<file path="src/rtl/bit_stream_gen_if.sv">
// Handshake and serial-output bundle of the parallel-to-serial pattern generator.
// The repeat request is carried as repeat_en because "repeat" is a SystemVerilog keyword.
interface bit_stream_gen_if #(
  parameter int WIDTH = 6
);
  logic             start;
  logic             repeat_en;
  logic             abort;
  logic [WIDTH-1:0] data;
  logic             x;
  logic             x_stb;
  logic             busy;
  logic             done;

  modport master (
    output start, repeat_en, abort, data,
    input  x, x_stb, busy, done
  );

  modport slave (
    input  start, repeat_en, abort, data,
    output x, x_stb, busy, done
  );
endinterface

</file>
<file path="src/rtl/bit_stream_gen.sv">
// Parallel-to-serial pattern generator: one bit every TICK_DIV clocks, with a strobe per bit.
// Optional macro BITGEN_LSB_FIRST_EN emits data[0] first instead of data[WIDTH-1].
module bit_stream_gen #(
  parameter int WIDTH    = 6,
  parameter int TICK_DIV = 50000000,
  parameter int DIV_W    = 26
) (
  input logic            clk,
  input logic            rst_n,
  bit_stream_gen_if.slave bus
);

  localparam int IDX_W = (WIDTH > 2) ? $clog2(WIDTH) : 1;
  localparam logic [DIV_W-1:0] DIV_LAST = DIV_W'(TICK_DIV - 1);
  localparam logic [DIV_W-1:0] DIV_ONE  = DIV_W'(1);
  localparam logic [DIV_W-1:0] DIV_ZERO = DIV_W'(0);
  localparam logic [IDX_W-1:0] IDX_LAST = IDX_W'(WIDTH - 1);
  localparam logic [IDX_W-1:0] IDX_ONE  = IDX_W'(1);
  localparam logic [IDX_W-1:0] IDX_ZERO = IDX_W'(0);

  typedef enum logic [0:0] {
    IDLE  = 1'b0,
    SHIFT = 1'b1
  } state_t;

  state_t           state_r;
  logic [WIDTH-1:0] pat_r;
  logic [IDX_W-1:0] idx_r;
  logic [DIV_W-1:0] div_r;
  logic             first_r;
  logic             x_r;
  logic             x_stb_r;
  logic             busy_r;
  logic             done_r;

  logic             tick_s;
  logic             pass_end_s;
  logic             head_s;
  logic [WIDTH-1:0] rot_s;

  // The pattern register rotates, so after a full pass it is back to the captured value
  // and a repeat pass can start from it without re-sampling data.
`ifdef BITGEN_LSB_FIRST_EN
  assign head_s = pat_r[0];
  assign rot_s  = {pat_r[0], pat_r[WIDTH-1:1]};
`else
  assign head_s = pat_r[WIDTH-1];
  assign rot_s  = {pat_r[WIDTH-2:0], pat_r[WIDTH-1]};
`endif

  // first_r forces the strobe on the edge right after acceptance; later strobes come from the divider
  assign tick_s     = first_r | (div_r == DIV_LAST);
  assign pass_end_s = (idx_r == IDX_ZERO) & ~first_r;

  // Streaming state machine with registered outputs
  always_ff @(posedge clk or negedge rst_n) begin
    if (!rst_n) begin
      state_r <= IDLE;
      pat_r   <= {WIDTH{1'b0}};
      idx_r   <= IDX_ZERO;
      div_r   <= DIV_ZERO;
      first_r <= 1'b0;
      x_r     <= 1'b0;
      x_stb_r <= 1'b0;
      busy_r  <= 1'b0;
      done_r  <= 1'b0;
    end else begin
      case (state_r)
        IDLE: begin
          x_r     <= 1'b0;
          x_stb_r <= 1'b0;
          done_r  <= 1'b0;
          if (bus.start && !bus.abort) begin
            pat_r   <= bus.data;
            idx_r   <= IDX_ZERO;
            div_r   <= DIV_ZERO;
            first_r <= 1'b1;
            busy_r  <= 1'b1;
            state_r <= SHIFT;
          end else begin
            busy_r  <= 1'b0;
          end
        end
        SHIFT: begin
          if (bus.abort) begin
            idx_r   <= IDX_ZERO;
            div_r   <= DIV_ZERO;
            first_r <= 1'b0;
            x_r     <= 1'b0;
            x_stb_r <= 1'b0;
            busy_r  <= 1'b0;
            done_r  <= 1'b0;
            state_r <= IDLE;
          end else if (!tick_s) begin
            div_r   <= div_r + DIV_ONE;
            x_stb_r <= 1'b0;
            done_r  <= 1'b0;
          end else begin
            div_r   <= DIV_ZERO;
            first_r <= 1'b0;
            done_r  <= pass_end_s;
            if (pass_end_s && !bus.repeat_en) begin
              x_r     <= 1'b0;
              x_stb_r <= 1'b0;
              busy_r  <= 1'b0;
              state_r <= IDLE;
            end else begin
              x_r     <= head_s;
              x_stb_r <= 1'b1;
              pat_r   <= rot_s;
              idx_r   <= (idx_r == IDX_LAST) ? IDX_ZERO : (idx_r + IDX_ONE);
            end
          end
        end
        default: begin
          idx_r   <= IDX_ZERO;
          div_r   <= DIV_ZERO;
          first_r <= 1'b0;
          x_r     <= 1'b0;
          x_stb_r <= 1'b0;
          busy_r  <= 1'b0;
          done_r  <= 1'b0;
          state_r <= IDLE;
        end
      endcase
    end
  end

  assign bus.x     = x_r;
  assign bus.x_stb = x_stb_r;
  assign bus.busy  = busy_r;
  assign bus.done  = done_r;

endmodule

</file>
<file path="src/flat_wrapper.sv">
// flat-port wrapper written by rule: the top's interface ports become plain ports
module bit_stream_gen_flat 
#(
  parameter int WIDTH    = 6,
  parameter int TICK_DIV = 50000000,
  parameter int DIV_W    = 26
)
  (clk, rst_n, bus_start, bus_repeat_en, bus_abort, bus_data, bus_x, bus_x_stb, bus_busy, bus_done);
  bit_stream_gen_if #(.WIDTH(WIDTH)) bus_i ();
  input logic clk;
  input logic rst_n;
  input wire logic [$bits(bus_i.start)-1:0] bus_start;
  input wire logic [$bits(bus_i.repeat_en)-1:0] bus_repeat_en;
  input wire logic [$bits(bus_i.abort)-1:0] bus_abort;
  input wire logic [$bits(bus_i.data)-1:0] bus_data;
  output wire logic [$bits(bus_i.x)-1:0] bus_x;
  output wire logic [$bits(bus_i.x_stb)-1:0] bus_x_stb;
  output wire logic [$bits(bus_i.busy)-1:0] bus_busy;
  output wire logic [$bits(bus_i.done)-1:0] bus_done;
  assign bus_i.start = bus_start;
  assign bus_i.repeat_en = bus_repeat_en;
  assign bus_i.abort = bus_abort;
  assign bus_i.data = bus_data;
  assign bus_x = bus_i.x;
  assign bus_x_stb = bus_i.x_stb;
  assign bus_busy = bus_i.busy;
  assign bus_done = bus_i.done;
  bit_stream_gen #(.WIDTH(WIDTH), .TICK_DIV(TICK_DIV), .DIV_W(DIV_W)) u_core (.clk(clk), .rst_n(rst_n), .bus(bus_i));
endmodule
</file>
<file path="config.mk">
export PLATFORM = sky130hd
export DESIGN_NAME = bit_stream_gen_flat
export DESIGN_NICKNAME = d
export VERILOG_FILES = /design/src/rtl/bit_stream_gen_if.sv /design/src/rtl/bit_stream_gen.sv /design/src/flat_wrapper.sv
export SDC_FILE = /design/constraint.sdc
export NUM_CORES = 1
export LEC_CHECK = 0
export ABC_AREA = 1
export BUFFER_PORTS_ARGS = -buffer_cell sky130_fd_sc_hd__buf_2
export CAP_MARGIN = 25
export CORE_UTILIZATION = 35
export DETAILED_ROUTE_END_ITERATION = 7
export PLACE_DENSITY = 0.6
export SKIP_CTS_REPAIR_TIMING = 1
export SYNTH_ARGS = -nofsm -noshare
export SYNTH_HDL_FRONTEND = slang
export SYNTH_SLANG_ARGS = --single-unit
</file>
<file path="constraint.sdc">
create_clock -name clk -period 2.07 [get_ports clk]
set_input_delay 0.207 -clock clk [delete_from_list [all_inputs] [get_ports clk]]
set_output_delay 0.207 -clock clk [all_outputs]
set_load 0.02 [all_outputs]
</file>
# Word-level counts from Yosys, hierarchy flattened
# Index checks and enable logic that the tools add are counted.
# totals
word_cells	71
input_bits	11
register_bits	41
output_inout_bits	4
# classes
muxes	38
n_reduce_logical	9
n_addsub	2
n_eq_ne	9
bitwise	4
# op_table
operator	count
$mux 26	3
$pmux 26 s2	1
$add 26x1->26 const B	1
$eq 26x26->1 const B	1
$mux 6	4
$mux 1	17
$mux 3	5
$pmux 1 s2	6
$pmux 6 s2	1
$ne 3x3->1 const B	3
$ne 2x2->1 const B	3
$pmux 3 s2	1
$reduce_and 2->1	2
$reduce_and 4->1	1
$add 3x1->3 const B	1
$eq 3x3->1 const B	1
$logic_not 3->1	1
$reduce_and 3->1	1
$logic_and 1x1->1	2
$logic_not 1->1	2
$ne 2x1->1 const B	1
$not 1->1	2
$and 1x1->1	1
$or 1x1->1	1

# Logic depth before layout (Yosys ltp)
# depth
ltp_word	7
ltp_mapped	11
mapped_depth_nobuf	11

# Worst setup path before layout
# Ideal clock, no wire load.
# synth_timing
path_kind	reg2reg
from	reg u_core.div_r[0]
to	reg u_core.div_r[25]
period_less_slack_ps	1541
path_stages_with_launch	12
n_path_buf	1
setup_time_ps	118
required_time_ps	1952
slack_ps	529
arrival_ps	1423
path_cell_list	dfrtp_1 > ha_1 > nand2_2 > nor2_4 > nand2_2 > nor2_2 > nand2_2 > nand3_4 > nand2_4 > inv_4 > buf_6 > nor2_1
# synth_via
elab_chain_len	5
elab_cells_between_ends	6
classes_between	1 x add/sub; 1 x eq/ne; 3 x mux; 1 x bitwise
# synth_lines
element	line	text
start, declared	bit_stream_gen.sv:29	logic [DIV_W-1:0] div_r;
start signal, assigned	bit_stream_gen.sv:95	div_r <= div_r + DIV_ONE;
parallel branches: the longest is 2 deep, another holds $add 26x1->26	--	
$mux 26 (*)	bit_stream_gen.sv:94	end else if (!tick_s) begin
$mux 26 (*)	bit_stream_gen.sv:85	if (bus.abort) begin
$pmux 26 s2 (*)	bit_stream_gen.sv:68	case (state_r)
# Mark *: on every way between the ends.
# A chain may end at the register's enable or synchronous reset.

# Final worst setup path
# layout_timing
from	reg u_core.div_r[0]
to	reg u_core.div_r[14]
# Same word-level chain as after synthesis.

==> flow_metrics.env <==
export IMPL_core_area_um2=6459
export IMPL_grt_overflow=0
export IMPL_cts_tree="yes"
export IMPL_crit_path_max_fanout=17
export IMPL_highest_layer="met4"
export IMPL_fmax_mhz=571.7
export IMPL_antenna_cells=0
export IMPL_wl_met3_um=195
export IMPL_final_max_slew_violation_count=0
export IMPL_placedCellCount=412
export IMPL_cts_root_buf="clkbuf_8"
export IMPL_muxShareOfSynthArea_pct=0
export IMPL_cp_end_kind="flip-flop"
export IMPL_clockBufferDepth=2
export IMPL_drt_initial_drc_count=122
export IMPL_synth_enable_flop_cells=0
export IMPL_cts_htree_levels=2
export IMPL_clock_power_share_pct=33.2
export IMPL_worstRegToRegCells=10
export IMPL_combPwrFrac_pct=24.5
export IMPL_r2r_start="u_core.div_r[0]$_DFFE_PN0P_"
export IMPL_antenna_found_initial=0
export IMPL_dp_hpwl_um=3825
export IMPL_postSynthCellCount=323
export IMPL_netlist_area_um2=2381
export IMPL_ios=15
export IMPL_synthXorXnorAreaFrac_pct=6.253
export IMPL_ys_types=27
export IMPL_powerDensity_nw_per_um2=865.9
export IMPL_hold_class="input pin to flip-flop"
export IMPL_layout_min_cycle_time_ns=1.749
export IMPL_grt_pass1_wl_um=9190
export IMPL_via_count=2058
export IMPL_p_leak_uw=0.001325
export IMPL_grt_pass1_vias=2029
export IMPL_grt_usage_pct=16.04
export IMPL_yosysWarnings=0
export IMPL_synth_compound_area_share_pct=3.521
export IMPL_portBuffers=14
export IMPL_numCtsBuffers=5
export IMPL_synth_seq_cells=41
export IMPL_hold_viol=0
export IMPL_place_ws_ns=0.3408
export IMPL_detail_route_antenna_nets=0
export IMPL_num_fill_cells=648
export IMPL_ir_drop_mv=0.5694
export IMPL_num_rows=29
export IMPL_power_frac_seq_pct=42.3
export IMPL_synthArstFlopShare_pct=100.0
export IMPL_detail_route_wl_per_cell_um=12.18
export IMPL_setup_tns_ns=0
export IMPL_cts_sinks=41
export IMPL_crit_start="u_core.div_r[0]$_DFFE_PN0P_"
export IMPL_criticalPathCategory="flip-flop to flip-flop"
export IMPL_hold_depth=5
export IMPL_ys_flop_type="dfrtp_1"
export IMPL_register_area_um2=1026
export IMPL_swShare_pct=33.43
export IMPL_p_switching_uw=774.0
export IMPL_startpoint_type="flip-flop"
export IMPL_layout_cells_non_filler=421
export IMPL_die_x_um=84.48
export IMPL_viasPerCell=4.888
export IMPL_slew_headroom_pct=66.64
export IMPL_synthesis_nets=335
export IMPL_drc_errors=0
export IMPL_nets=355
export IMPL_yosysTopAreaCell="dfrtp_1"
export IMPL_tightest_slew_ns=0.5004
export IMPL_yosys_top_cells_count="nand2_1 (106), nor2_1 (43), dfrtp_1 (41)"
export IMPL_grt_max_degree=22
export IMPL_fin_skew_ns=0.009754
export IMPL_start_util_pct=36.87
export IMPL_wl_um=5127
export IMPL_multi_input_area_um2=1159
export IMPL_synth_simple_area_share_pct=38.36
export IMPL_arrival_ns=1.93
export IMPL_firstDrtPassIters=4
export IMPL_drive_gt1_share_pct=12.21
export IMPL_wl_met1_um=2447
export IMPL_area_growth_pct=12.30
export IMPL_ys_top_cells_by_area="dfrtp_1 (43%), nand2_1 (17%), nor2_1 (6.8%)"
export IMPL_cp_required_ns=2.25
export IMPL_wl_met2_um=2401
export IMPL_synth_top_family_by_area="simple AND/OR/NAND/NOR gates"
export IMPL_maxCapViolations=0
export IMPL_synth_area_per_cell_um2=7.372
export IMPL_fin_ws_ns=0.3208
export IMPL_internal_power_uw=1541
export IMPL_period_share_pct=84.50
export IMPL_yosysMostFrequentCell="nand2_1"
export IMPL_power_uw=2315
export IMPL_clkTransAtPathRegs_ns=0.08
export IMPL_synth_top_area_share_pct=43.09
export IMPL_die_y_um=84.48
export IMPL_synthAdderAreaFrac_pct=0.5255
export IMPL_gp_congestion=0.8396
export IMPL_rsz0062_at_grt="false"
export IMPL_die_area_um2=7137
export IMPL_status="finished clean"
export IMPL_setup_viol=0
export IMPL_clkLatencyLatePin_ns=0.29
export IMPL_hp_start="bus_data[2]"
export IMPL_seq_area_frac_synth_pct=43.09
==> area by class of cell <==
| cell class | count | share of cell area [%] |
|---|---|---|
| clock inverter | 3 | 2.433 |
| tap | 77 | 3.603 |
| sequential | 41 | 38.37 |
| inverter | 43 | 6.130 |
| multi-input combinational | 235 | 43.33 |
| clock buffer | 5 | 2.574 |
| timing repair buffer | 17 | 3.556 |
==> stage by stage <==
stage	hold slack, ns	area, um2	utilization (%)
detailed placement	0.1993	2530	39.17
CTS	-0.1171	2664	41.24
global placement	0.2103	2530	39.17
global route	0.2361	2674	41.40
floorplan	-0.08859	2381	-
finish	0.1948	2674	41.40
==> sequential cells by signal, summed over array words and instances (netlist names) <==
| signal | count |
|---|---|
| u_core.bus.x | 1 |
| u_core.bus.busy | 1 |
| u_core.bus.x_stb | 1 |
| u_core.div_r | 26 |
| u_core.pat_r | 6 |
| u_core.idx_r | 3 |
| u_core.state_r | 1 |
| u_core.first_r | 1 |
| u_core.bus.done | 1 |
==> worst paths after layout <==
kind / end / slack (ns)
max: u_core.div_r[14]$_DFFE_PN0P_ / 0.32
min: u_core.pat_r[2]$_DFFE_PN0P_ / 0.19
max reg2reg: u_core.div_r[14]$_DFFE_PN0P_ / 0.32
min reg2reg: u_core.bus.x$_DFFE_PN0P_ / 0.49
max in group asynchronous: u_core.bus.x_stb$_DFF_PN0_ / 1.12
min in group asynchronous: u_core.div_r[22]$_DFFE_PN0P_ / 0.41
==> worst max-delay path: stages, from the launching register on <==
cell	delay [ns]
dfrtp_1	0.41
ha_1	0.22
nand2_2	0.11
nor2_4	0.15
nand2_2	0.07
nor2_2	0.11
nand2_2	0.08
nand3_4	0.18
nand2_4	0.09
inv_4	0.14
nor2_1	0.07
==> routing by layer <==
layer | global-route usage (%) | vias up
met2 | 26.90 | 53
met4 | 6.009 | 0
li1 | - | 1048
met3 | 3.147 | 8
met1 | 20.54 | 949
met5 | 0 | -
==> cells in the final DEF, fill, tap and decap left out, types with 3 or more instances in the layout <==
master / instances
nand2_2: 3
nand2_4: 4
o21ai_0: 5
nand4_1: 10
buf_2: 14
xor2_1: 15
dfrtp_1: 41
inv_1: 40
nand3_1: 25
clkbuf_8: 5
nand2_1: 106
nor2_1: 43
o22ai_1: 7
==> power groups by stage <==
stage	Sequential, uW	Clock, uW	Combinational (uW)
global route	989	803	653
CTS	978	778	577
global placement	989	0	561
detailed placement	994	0	574
finish	979	769	568
floorplan	974	0	470
==> logic make-up (layout without fill, tap and decap cells) <==
logic type,Yosys count,count (layout)
AO/OA/AOI/OAI,15,15
XOR/XNOR,17,17
adder cells (fa/ha/maj),1,1
buffers and inverters,47,68
flip-flops,41,41
AND/OR/NAND/NOR,202,202
(Power assumes the default switching activity.)
